**config.mk**
```make
export PLATFORM = sky130hd
export DESIGN_NAME = ir_cmd_queue_flat
export DESIGN_NICKNAME = d
export VERILOG_FILES = /design/src/rtl/ir_cmd_queue_if.sv /design/src/rtl/ir_cmd_queue.sv /design/src/flat_wrapper.sv
export SDC_FILE = /design/constraint.sdc
export NUM_CORES = 1
export LEC_CHECK = 0
export CAP_MARGIN = 30
export CORE_MARGIN = 3
export CORE_UTILIZATION = 55
export CTS_CLUSTER_DIAMETER = 80
export CTS_CLUSTER_SIZE = 12
export DETAILED_ROUTE_END_ITERATION = 6
export PLACE_DENSITY_LB_ADDON = 0.1
export SYNTH_ARGS = -nofsm -noshare
export SYNTH_HDL_FRONTEND = slang
export SYNTH_SLANG_ARGS = --single-unit
```
**constraint.sdc**
```tcl
create_clock -name clk -period 2.8 [get_ports clk]
set_input_delay 0.28 -clock clk [delete_from_list [all_inputs] [get_ports clk]]
set_output_delay 0.28 -clock clk [all_outputs]
set_load 0.005 [all_outputs]
```
**src/rtl/ir_cmd_queue_if.sv**
```systemverilog
// Bundle between the IR decoder / game FSM side and the command queue.
// The master drives the decoder code and the consumer ready; the slave is the queue.
interface ir_cmd_queue_if #(
  parameter int unsigned DEPTH = 4
) ();
  logic                      rdy;
  logic [2:0]                buttons;
  logic                      cmd_ready;
  logic                      cmd_valid;
  logic [1:0]                cmd_color;
  logic                      cmd_start;
  logic                      overflow;
  logic                      err_code;
  logic [$clog2(DEPTH):0]    level;

  modport master (
    output rdy, buttons, cmd_ready,
    input  cmd_valid, cmd_color, cmd_start, overflow, err_code, level
  );

  modport slave (
    input  rdy, buttons, cmd_ready,
    output cmd_valid, cmd_color, cmd_start, overflow, err_code, level
  );
endinterface

```
**src/rtl/ir_cmd_queue.sv**
```systemverilog
// IR command queue: edge-detects decoder codes, debounces them with a lockout
// window, maps them to game commands and buffers them in a small FIFO.
module ir_cmd_queue #(
  parameter int unsigned DEPTH   = 4,
  parameter int unsigned LOCKOUT = 1000
) (
  input  logic           clk,
  input  logic           rst,
  ir_cmd_queue_if.slave  bus
);
  localparam int unsigned PtrW = (DEPTH > 1) ? $clog2(DEPTH) : 1;
  localparam int unsigned LvlW = PtrW + 1;
  localparam int unsigned LkW  = (LOCKOUT > 1) ? $clog2(LOCKOUT) : 1;
  // LOCKOUT of 0 or 1 loads 0, so the very next edge may capture again
  localparam logic [LkW-1:0]  LkLoad = (LOCKOUT > 0) ? LkW'(LOCKOUT - 1) : '0;
  localparam logic [LvlW-1:0] Full   = LvlW'(DEPTH);

  logic            rdy_q;
  logic [LkW-1:0]  lock_q, lock_d;
  logic [PtrW-1:0] wr_q, wr_d, rd_q, rd_d;
  logic [LvlW-1:0] cnt_q, cnt_d;
  logic            ovf_q, ovf_d;
  logic            err_q, err_d;
  logic [2:0]      mem_q [DEPTH];  // entry = {start, color[1:0]}

  logic       capture, accept, mapped, push, pop, full, do_push;
  logic [2:0] entry;
  logic [2:0] head;

  // Decode the button code into a queue entry; unmapped codes flag an error
  always_comb begin
    mapped = 1'b1;
    entry  = 3'b000;
    case (bus.buttons)
      3'b001:  entry = 3'b000;  // green
      3'b010:  entry = 3'b001;  // red
      3'b011:  entry = 3'b010;  // yellow
      3'b110:  entry = 3'b011;  // blue
      3'b100:  entry = 3'b100;  // START
      default: mapped = 1'b0;
    endcase
  end

  // Capture, lockout, FIFO pointer and flag next-state logic
  always_comb begin
    capture = bus.rdy & ~rdy_q;
    accept  = capture & (lock_q == '0);
    push    = accept & mapped;
    full    = (cnt_q == Full);
    pop     = (cnt_q != '0) & bus.cmd_ready;
    // a full FIFO still accepts when the head leaves on the same edge
    do_push = push & (~full | pop);

    lock_d = lock_q;
    if (accept) begin
      lock_d = LkLoad;
    end else if (lock_q != '0) begin
      lock_d = lock_q - LkW'(1);
    end

    err_d = accept & ~mapped;
    ovf_d = ovf_q | (push & full & ~pop);
    wr_d  = do_push ? wr_q + PtrW'(1) : wr_q;
    rd_d  = pop ? rd_q + PtrW'(1) : rd_q;

    cnt_d = cnt_q;
    case ({do_push, pop})
      2'b10:   cnt_d = cnt_q + LvlW'(1);
      2'b01:   cnt_d = cnt_q - LvlW'(1);
      default: cnt_d = cnt_q;
    endcase
  end

  // Control state with asynchronous active-low reset
  always_ff @(posedge clk or negedge rst) begin
    if (!rst) begin
      rdy_q  <= 1'b0;
      lock_q <= '0;
      wr_q   <= '0;
      rd_q   <= '0;
      cnt_q  <= '0;
      ovf_q  <= 1'b0;
      err_q  <= 1'b0;
    end else begin
      rdy_q  <= bus.rdy;
      lock_q <= lock_d;
      wr_q   <= wr_d;
      rd_q   <= rd_d;
      cnt_q  <= cnt_d;
      ovf_q  <= ovf_d;
      err_q  <= err_d;
    end
  end

  // Storage array; contents are don't-care until covered by the occupancy count
  always_ff @(posedge clk) begin
    if (do_push) begin
      mem_q[wr_q] <= entry;
    end
  end

  assign head          = mem_q[rd_q];
  assign bus.cmd_valid = (cnt_q != '0);
  assign bus.cmd_color = (cnt_q != '0) ? head[1:0] : 2'b00;
  assign bus.cmd_start = (cnt_q != '0) ? head[2] : 1'b0;
  assign bus.overflow  = ovf_q;
  assign bus.err_code  = err_q;
  assign bus.level     = cnt_q;
endmodule

```
**src/flat_wrapper.sv**
```systemverilog
// flat-port wrapper written by rule: the top's interface ports become plain ports
module ir_cmd_queue_flat 
#(
  parameter int unsigned DEPTH   = 4,
  parameter int unsigned LOCKOUT = 1000
)
  (clk, rst, bus_rdy, bus_buttons, bus_cmd_ready, bus_cmd_valid, bus_cmd_color, bus_cmd_start, bus_overflow, bus_err_code, bus_level);
  ir_cmd_queue_if #(.DEPTH(DEPTH)) bus_i ();
  input  logic clk;
  input  logic rst;
  input wire logic [$bits(bus_i.rdy)-1:0] bus_rdy;
  input wire logic [$bits(bus_i.buttons)-1:0] bus_buttons;
  input wire logic [$bits(bus_i.cmd_ready)-1:0] bus_cmd_ready;
  output wire logic [$bits(bus_i.cmd_valid)-1:0] bus_cmd_valid;
  output wire logic [$bits(bus_i.cmd_color)-1:0] bus_cmd_color;
  output wire logic [$bits(bus_i.cmd_start)-1:0] bus_cmd_start;
  output wire logic [$bits(bus_i.overflow)-1:0] bus_overflow;
  output wire logic [$bits(bus_i.err_code)-1:0] bus_err_code;
  output wire logic [$bits(bus_i.level)-1:0] bus_level;
  assign bus_i.rdy = bus_rdy;
  assign bus_i.buttons = bus_buttons;
  assign bus_i.cmd_ready = bus_cmd_ready;
  assign bus_cmd_valid = bus_i.cmd_valid;
  assign bus_cmd_color = bus_i.cmd_color;
  assign bus_cmd_start = bus_i.cmd_start;
  assign bus_overflow = bus_i.overflow;
  assign bus_err_code = bus_i.err_code;
  assign bus_level = bus_i.level;
  ir_cmd_queue #(.DEPTH(DEPTH), .LOCKOUT(LOCKOUT)) u_core (.clk(clk), .rst(rst), .bus(bus_i));
endmodule
```
Yosys cells after proc, flatten, opt, wreduce, memory -nomap -nowiden
Memories as Yosys holds them, arrays and structs flattened.
Index checks and enable logic that the tools add are counted.
- output and inout bits: 9
- memories kept: 1
- RAM bits: 12
- flip-flop bits (word level): 20
- memories (name ; depth ; width ; rd ports ; clocked after memory_dff ; wr ports ; line ; RTL):
    u_core.mem_q ; 4 ; 3 ; 1 ; 0 ; 1 ; ir_cmd_queue.sv:24 ; logic [2:0] mem_q [DEPTH];
- add/sub/neg operators: 5
- bitwise operators: 14
- mux-type cells: 9
- reductions and logical operators: 6
- equality and inequality tests: 8
- operator list (kind ; number):
    10-bit two-way mux ; 2
    3-bit one-hot mux with 4 select lines ; 1
    10-bit logical NOT ; 1
    10-bit nonzero test ; 1
    10-bit by 1-bit subtractor with 10-bit output, second input constant ; 1
    3-bit equality test, second input constant ; 3
    1-bit bitwise AND ; 8
    3-bit by 2-bit equality test with 1-bit output, second input constant ; 2
    3-bit one-hot mux with 2 select lines ; 1
    5-bit OR reduction ; 1
    2-bit by 1-bit adder with 2-bit output, second input constant ; 2
    1-bit two-way mux ; 4
    1-bit NOT ; 4
    2-bit nonzero test ; 2
    3-bit by 1-bit adder with 3-bit output, second input constant ; 1
    3-bit by 1-bit equality test with 1-bit output, second input constant ; 1
    3-bit nonzero test ; 1
    3-bit by 1-bit subtractor with 3-bit output, second input constant ; 1
    2-bit by 1-bit equality test with 1-bit output, second input constant ; 1
    2-bit equality test, second input constant ; 1
    2-bit two-way mux ; 1
    1-bit bitwise OR ; 2

Depth between registers and ports, before layout
Gate-level depths: netlist of run 1.
- word-level depth: 7
- mapped depth: 11
- depth with buffers taken out: 11

Least setup slack after synthesis of run 1
Ideal clock, no wire load.
- path type: register to register
- from: reg u_core.lock_q[3]
- to: reg u_core.cnt_q[1] (netlist: u_core.bus.level[1])
- arrival time: 2.270 ns
- library setup time: 0.094 ns
- setup slack: 0.437 ns
- required time: 2.706 ns
- stages on the path, launching flop included: 9
- clock period less this slack: 2.363 ns
- buffers on the path: 0
- cells stage by stage: dfrtp_1 or4_4 nor3_4 nand3_1 nand3_1 fa_1 a41oi_1 o21ai_1 a221oi_2
- longest elaborated chain between the ends: 6
- RTL lines (what ; line ; RTL):
    from (decl) ; ir_cmd_queue.sv:19 ; logic [LkW-1:0] lock_q, lock_d;
    from (signal assigned) ; ir_cmd_queue.sv:86 ; lock_q <= lock_d;
    10-bit logical NOT * ; ir_cmd_queue.sv:47 ; accept = capture & (lock_q == '0);
    1-bit bitwise AND * ; ir_cmd_queue.sv:47 ;
    1-bit bitwise AND * ; ir_cmd_queue.sv:48 ; push = accept & mapped;
    1-bit bitwise AND * ; ir_cmd_queue.sv:52 ; do_push = push & (~full | pop);
    2-bit by 1-bit equality test with 1-bit output or 2-bit equality test (tied branches) ; ir_cmd_queue.sv:67 ; case ({do_push, pop})
    3-bit one-hot mux with 2 select lines or 2-bit nonzero test (tied branches) ; - ;
    to (signal assigned) ; ir_cmd_queue.sv:89 ; cnt_q <= cnt_d;
    to (decl) ; ir_cmd_queue.sv:21 ; logic [LvlW-1:0] cnt_q, cnt_d;
Every way passes the cells marked *; elsewhere a longest branch is shown, timed or not.
A chain may end at the register's enable or synchronous reset.

Final worst setup path of run 1
- from: reg u_core.lock_q[1]
- to: reg u_core.cnt_q[1] (netlist: u_core.bus.level[1])
The elaborated chain is that of the path after synthesis.

==> results of run 1 <==
sequential cells by signal (all words and copies together), names as in the netlist:
register / cells
u_core.bus.err_code: 1
u_core.bus.level: 3
u_core.bus.overflow: 1
u_core.lock_q: 10
u_core.mem_q: 12
u_core.rd_q: 2
u_core.rdy_q: 1
u_core.wr_q: 2
through the flow:
stage                     worst slack, ns  hold WS, ns  instances
after global placement              0.365        0.436        190
after global routing               0.0608        0.389        198
final                               0.265        0.406        198
after CTS                           0.259        0.401        198
after floorplan                     0.437      -0.0156        145
after detailed placement            0.257        0.449        190
layout make-up:
cell class              instances  area (sq um)  share of cell area
multi-input cells             102           782               0.399
well taps                      31          38.8              0.0198
clock buffers                   5          37.5              0.0191
clock inverters                 3          42.5              0.0217
repair buffers                 18           173              0.0881
flip-flops and latches         32           861               0.439
inverters                       7          26.3              0.0134
worst max path at each step:
stage	start	to	cells past startpoint
2_1_floorplan	u_core.lock_q[3]	u_core.bus.level[1]	8
3_3_place_gp	u_core.lock_q[3]	u_core.bus.level[1]	8
3_5_place_dp	bus_buttons[0]	u_core.bus.level[1]	9
4_1_cts	u_core.lock_q[1]	u_core.bus.level[1]	10
5_1_grt	u_core.lock_q[0]	u_core.bus.level[1]	10
6_report	u_core.lock_q[1]	u_core.bus.level[1]	10
synthesized netlist by cell type, drive strengths merged (2+ instances only):
| library cell | instances | area [sq um] |
|---|---|---|
| o21ai | 7 | 35.0 |
| or3 | 2 | 12.5 |
| a21oi | 6 | 30.0 |
| ha | 6 | 75.1 |
| a211oi | 3 | 22.5 |
| nor2b | 4 | 25.0 |
| nand2 | 6 | 25.0 |
| inv | 7 | 26.3 |
| dfrtp | 20 | 500 |
| buf | 3 | 18.8 |
| mux2 | 2 | 26.3 |
| and2 | 9 | 56.3 |
| a31oi | 2 | 12.5 |
| mux2i | 3 | 30.0 |
| nand3 | 5 | 30.0 |
| mux4 | 3 | 67.6 |
| nor2 | 10 | 37.5 |
| xnor2 | 3 | 26.3 |
| nor3b | 2 | 26.3 |
| xor2 | 3 | 26.3 |
| o31ai | 2 | 15.0 |
| nor3 | 7 | 46.3 |
| nand2b | 2 | 12.5 |
| and3 | 2 | 12.5 |
| edfxtp | 12 | 360 |
where the power goes:
group          internal (mW)  switching [mW]  total [mW]
registers              0.525          0.0670       0.592
logic                  0.277           0.191       0.468
clock network          0.186           0.169       0.355
total                  0.988           0.427        1.41
worst register-to-register path: cells and delay by family (launching register included):
family / cells / cell delay (ns)
adder cells (fa/ha/maj): 2 / 0.63
flip-flops: 1 / 0.41
AND/OR/NAND/NOR: 4 / 0.81
AO/OA/AOI/OAI: 3 / 0.50
buffers and inverters: 1 / 0.11
layer usage:
layer  wire length [um]  track usage
met5                  0            0
met4                 48       0.0909
met3                113       0.0440
met2               1480        0.319
met1               1410        0.260
cell usage in the layout (no fill, tap or decap), types with 4 or more instances in the layout:
cell and n:
dfrtp_1 20, clkdlybuf4s50_1 15, edfxtp_1 12, nor2_1 10, and2_1 9, inv_1 7, nor3_1 6, a21oi_1 6
o21ai_1 6, ha_1 6, nand2_1 5, clkbuf_4 5, nor2b_1 4, nand3_1 4
logic make-up after synthesis:
| logic type | share of synthesized area |
|---|---|
| buf+inv | 0.0288 |
| flops | 0.509 |
| mux | 0.0732 |
| fa+ha+maj | 0.0562 |
| simple gates | 0.196 |
| xor+xnor | 0.0311 |
| compound gates | 0.106 |
==> results.cfg, run 1 <==
[timing]
setup_viol = 0
period_needed_ns = 2.54
rsz0062_at_grt = false
fmax_ghz = 0.394
drv_slew = 0
tightest_slew_ns = 0.887
setup_tns_ns = 0
skew_ns = 0.0120
slew_headroom = 0.407
timing.final.crit_share = 0.906
final-hold-violation-count = 0

[detailed_routing]
wire_per_inst_um = 15.4
drcViolationCount = 0
drtPass1Iterations = 4
vias = 1163
ant_nets = 0
drt_wl_total_mm = 3.05
vias_per_cell = 5.87
drt_iter0_drc = 78

[yosys]
ys_warn_count = 0
async_reset_ff_frac = 0.625
ys_seq_area_frac = 0.509
synth_edf_count = 12
synth_ff_type = dfrtp_1
avgSynthCellArea_sq_um = 11.7
ys_types = 46
synthesis.nets = 159
synthesis.area_sq_um = 1690
syn_inst = 145
ys_ff_latch = 32

[job]
maxCapViolations = 0

[setup_path]
cp.buffers_inverters = 1
start_kind = register
timing.rr.start = u_core.lock_q[1]
critPathSlowestCell = fa_1
criticalPathCategory = reg2reg
r2r-end = u_core.bus.level[1]
cp_cell_sequence = inv_1, ha_1, or3b_1, nor2_1, nand3_1, nand3_1, fa_1, a41oi_1, o21ai_1, a221oi_2
crit_top_cell = nand3_1
worstPathArrival_ns = 2.79
worst_setup_path_end_kind = register
path_delay_family = simple AND/OR/NAND/NOR gates
cp_max_fo = 3
crit_required_ns = 3.05
max_stage_delay_ns = 0.46
reg2regPathDepth = 10
r2r_setup_slack_ns = 0.26

[finish]
n_antenna_cell = 0
fin_util = 0.687
layout-drive-gt1-share = 0.132
fillers = 224
area_growth_pct = 15.9
final_cell_area_sq_um = 1960
nNetsFinal = 180

[clock_network]
ctsResizeCount = 0
cts_setup_buffers = 0
cts_buffers = 5
cts-root-buf = clkbuf_4
clock-sinks = 32
clk_pin_slew_worst_paths_ns = 0.11
clk_latency_ns = 0.34
cts_tree = yes
htreeDepth = 2
clock_path_buffers = 2
hold_buffers = 0

[grt]
grt_pass1_vias = 1176
track_usage = 0.199
grt-ovfl-total = 0
grt_pass1_wl_mm = 5.43
grt_max_degree = 21
antenna_found_initial = 0

[hold_path]
hold_end = u_core.rdy_q
min_from = bus_rdy
hold_path_class = in2reg
holdPathStages = 1

[power]
max-vdd-ir-drop_mv = 0.450
power.total_mw = 1.41
cellPowerDensity_nw_per_um2 = 722
leakage_nw = 0.756

[die]
die_w_um = 61.5
io_pins = 16
start_util = 0.593
die_area_sq_um = 3780
die_y_um = 61.5
core_sq_um = 2850
rows = 19

[placed_design]
io_buffers = 15
dpl.hpwl_mm = 2.25
postPlaceCellArea_sq_um = 1880
place.gp.congestion = 0.848

[status]
status = finished clean
Note: power is estimated with default switching activity, not from simulation.
==> run 2, diff against run 1 <==
--- a/config.mk
+++ b/config.mk
@@ -7,7 +7,7 @@
 export LEC_CHECK = 0
 export CAP_MARGIN = 30
 export CORE_MARGIN = 3
-export CORE_UTILIZATION = 55
+export CORE_UTILIZATION = 56
 export CTS_CLUSTER_DIAMETER = 80
 export CTS_CLUSTER_SIZE = 12
 export DETAILED_ROUTE_END_ITERATION = 6
==> results.cfg, run 2 (synthesized netlist as in run 1, its figures left out) <==
[power]
intPower_uw = 987
cellPowerDensity_nw_per_um2 = 713
leakage_nw = 0.756
pwr-share-seq = 0.423
max-vdd-ir-drop_mv = 0.427
sw_frac_of_total = 0.294
p_sw_uw = 411
pwr-share-clk = 0.248
power_frac_comb = 0.329

[grt]
grt_pass1_wl_mm = 4.86
grt_pass1_vias = 1043
grt-ovfl-total = 0
grtUsageMet2 = 0.264
busiest_layer = met2
met1_usage = 0.258
grt_max_degree = 21
antenna_found_initial = 0
track_usage = 0.183
grt.met3_usage = 0.0574

[clock_network]
clk_pin_slew_worst_paths_ns = 0.10
hold_buffers = 0
ctsResizeCount = 0
cts_buffers = 5
clock-sinks = 32
cts-root-buf = clkbuf_4
cts_tree = yes
cts_setup_buffers = 0
htreeDepth = 2
clock_path_buffers = 2
clk_latency_ns = 0.33

[die]
rows = 19
die_y_um = 61.0
die_area_sq_um = 3720
die_w_um = 61.0
core_sq_um = 2830
io_pins = 16
start_util = 0.598

[setup_path]
crit_required_ns = 3.05
cp.buffers_inverters = 0
cp_max_fo = 5
max_stage_delay_ns = 0.60
criticalPathCategory = reg2reg
critPathSlowestCell = or4_4
cp_cell_sequence = or4_4, nor3_4, nand3_1, nand3_1, fa_1, a41oi_1, o21ai_1, a221oi_2
start_kind = register
worstPathArrival_ns = 2.76
path_delay_family = simple AND/OR/NAND/NOR gates
crit_top_cell = nand3_1
worst_setup_path_end_kind = register

[detailed_routing]
wire_per_inst_um = 14.4
drt_wl_total_mm = 2.84
drcViolationCount = 0
drt_iter0_drc = 49
ant_nets = 0
drtPass1Iterations = 4
vias_per_cell = 5.75
vias = 1138

[finish]
seq_area_sq_um = 861
nNetsFinal = 180
n_antenna_cell = 0
final_common_cell = dfrtp_1
fillers = 219
largest_reg_flops = 12
layout-drive-gt1-share = 0.132
final_cell_area_sq_um = 1960
final_cell_mix = 20 x dfrtp_1, 15 x clkdlybuf4s50_1, 12 x edfxtp_1, 10 x nor2_1, 9 x and2_1
multi_input_area_sq_um = 782
regMostFlops = u_core.mem_q
area_growth_pct = 15.9

[timing]
setup_tns_ns = 0
final-hold-violation-count = 0
skew_ns = 0.0113
rsz0062_at_grt = false
period_needed_ns = 2.51
fmax_ghz = 0.399
setup_viol = 0
slew_headroom = 0.405
tightest_slew_ns = 0.890
timing.final.crit_share = 0.896
drv_slew = 0
layout_setup_ws_ns = 0.291

[placed_design]
post-place-ws_ns = 0.282
dpl.hpwl_mm = 2.13
place.gp.congestion = 0.878
postPlaceCellArea_sq_um = 1880
io_buffers = 15

[hold_path]
hold_path_class = in2reg

[status]
status = finished clean

[job]
maxCapViolations = 0
run 2: worst register-to-register path: stages (launching register included):
cell and delay (ns):
dfrtp_1 0.43, or4_4 0.60, nor3_4 0.20, nand3_1 0.13, nand3_1 0.12, fa_1 0.45, a41oi_1 0.17, o21ai_1 0.10
a221oi_2 0.23
run 2: final timing paths:
| path | endpoint | depth (start not counted) | startpoint | slack (ns) |
|---|---|---|---|---|
| worst min-delay path | u_core.rdy_q | 1 | bus_rdy | 0.42 |
| min in group asynchronous | u_core.rd_q[1] | 1 | rst | 0.44 |
| worst min register to register | u_core.bus.overflow | 1 | u_core.bus.overflow | 0.47 |
| worst max register to register | u_core.bus.level[1] | 8 | u_core.lock_q[3] | 0.29 |
| max in group asynchronous | u_core.lock_q[5] | 1 | rst | 1.81 |
| worst max-delay path | u_core.bus.level[1] | 8 | u_core.lock_q[3] | 0.29 |
run 2: stage by stage:
stage          utilization  power (mW)  hold slack, ns  std cells
2_1_floorplan            -       0.862         -0.0156        145
3_3_place_gp         0.665        1.06           0.436        190
3_5_place_dp         0.665        1.07           0.455        190
4_1_cts              0.693        1.41           0.406        198
5_1_grt              0.693        1.49           0.426        198
6_report             0.693        1.40           0.418        198
run 2: area by class of cell:
type / instances / area share
Clock buffer: 5 / 0.0191
Clock inverter: 3 / 0.0217
Inverter: 7 / 0.0134
Multi-Input combinational cell: 102 / 0.399
Sequential cell: 32 / 0.439
Tap cell: 31 / 0.0198
Timing Repair Buffer: 18 / 0.0881
run 2: power by group through the flow:
stage | clock [mW] | combinational [mW] | sequential (mW)
after floorplan | 0 | 0.288 | 0.574
after global placement | 0 | 0.457 | 0.601
after detailed placement | 0 | 0.465 | 0.601
after CTS | 0.357 | 0.466 | 0.591
after global routing | 0.381 | 0.509 | 0.603
final | 0.346 | 0.461 | 0.591
run 2: per-layer routing:
layer  wire length, um  vias to the layer above
met2              1340                       20
met3               127                        2
met5                 0                        -
met1              1350                      546
met4                29                        0
li1                  -                      570
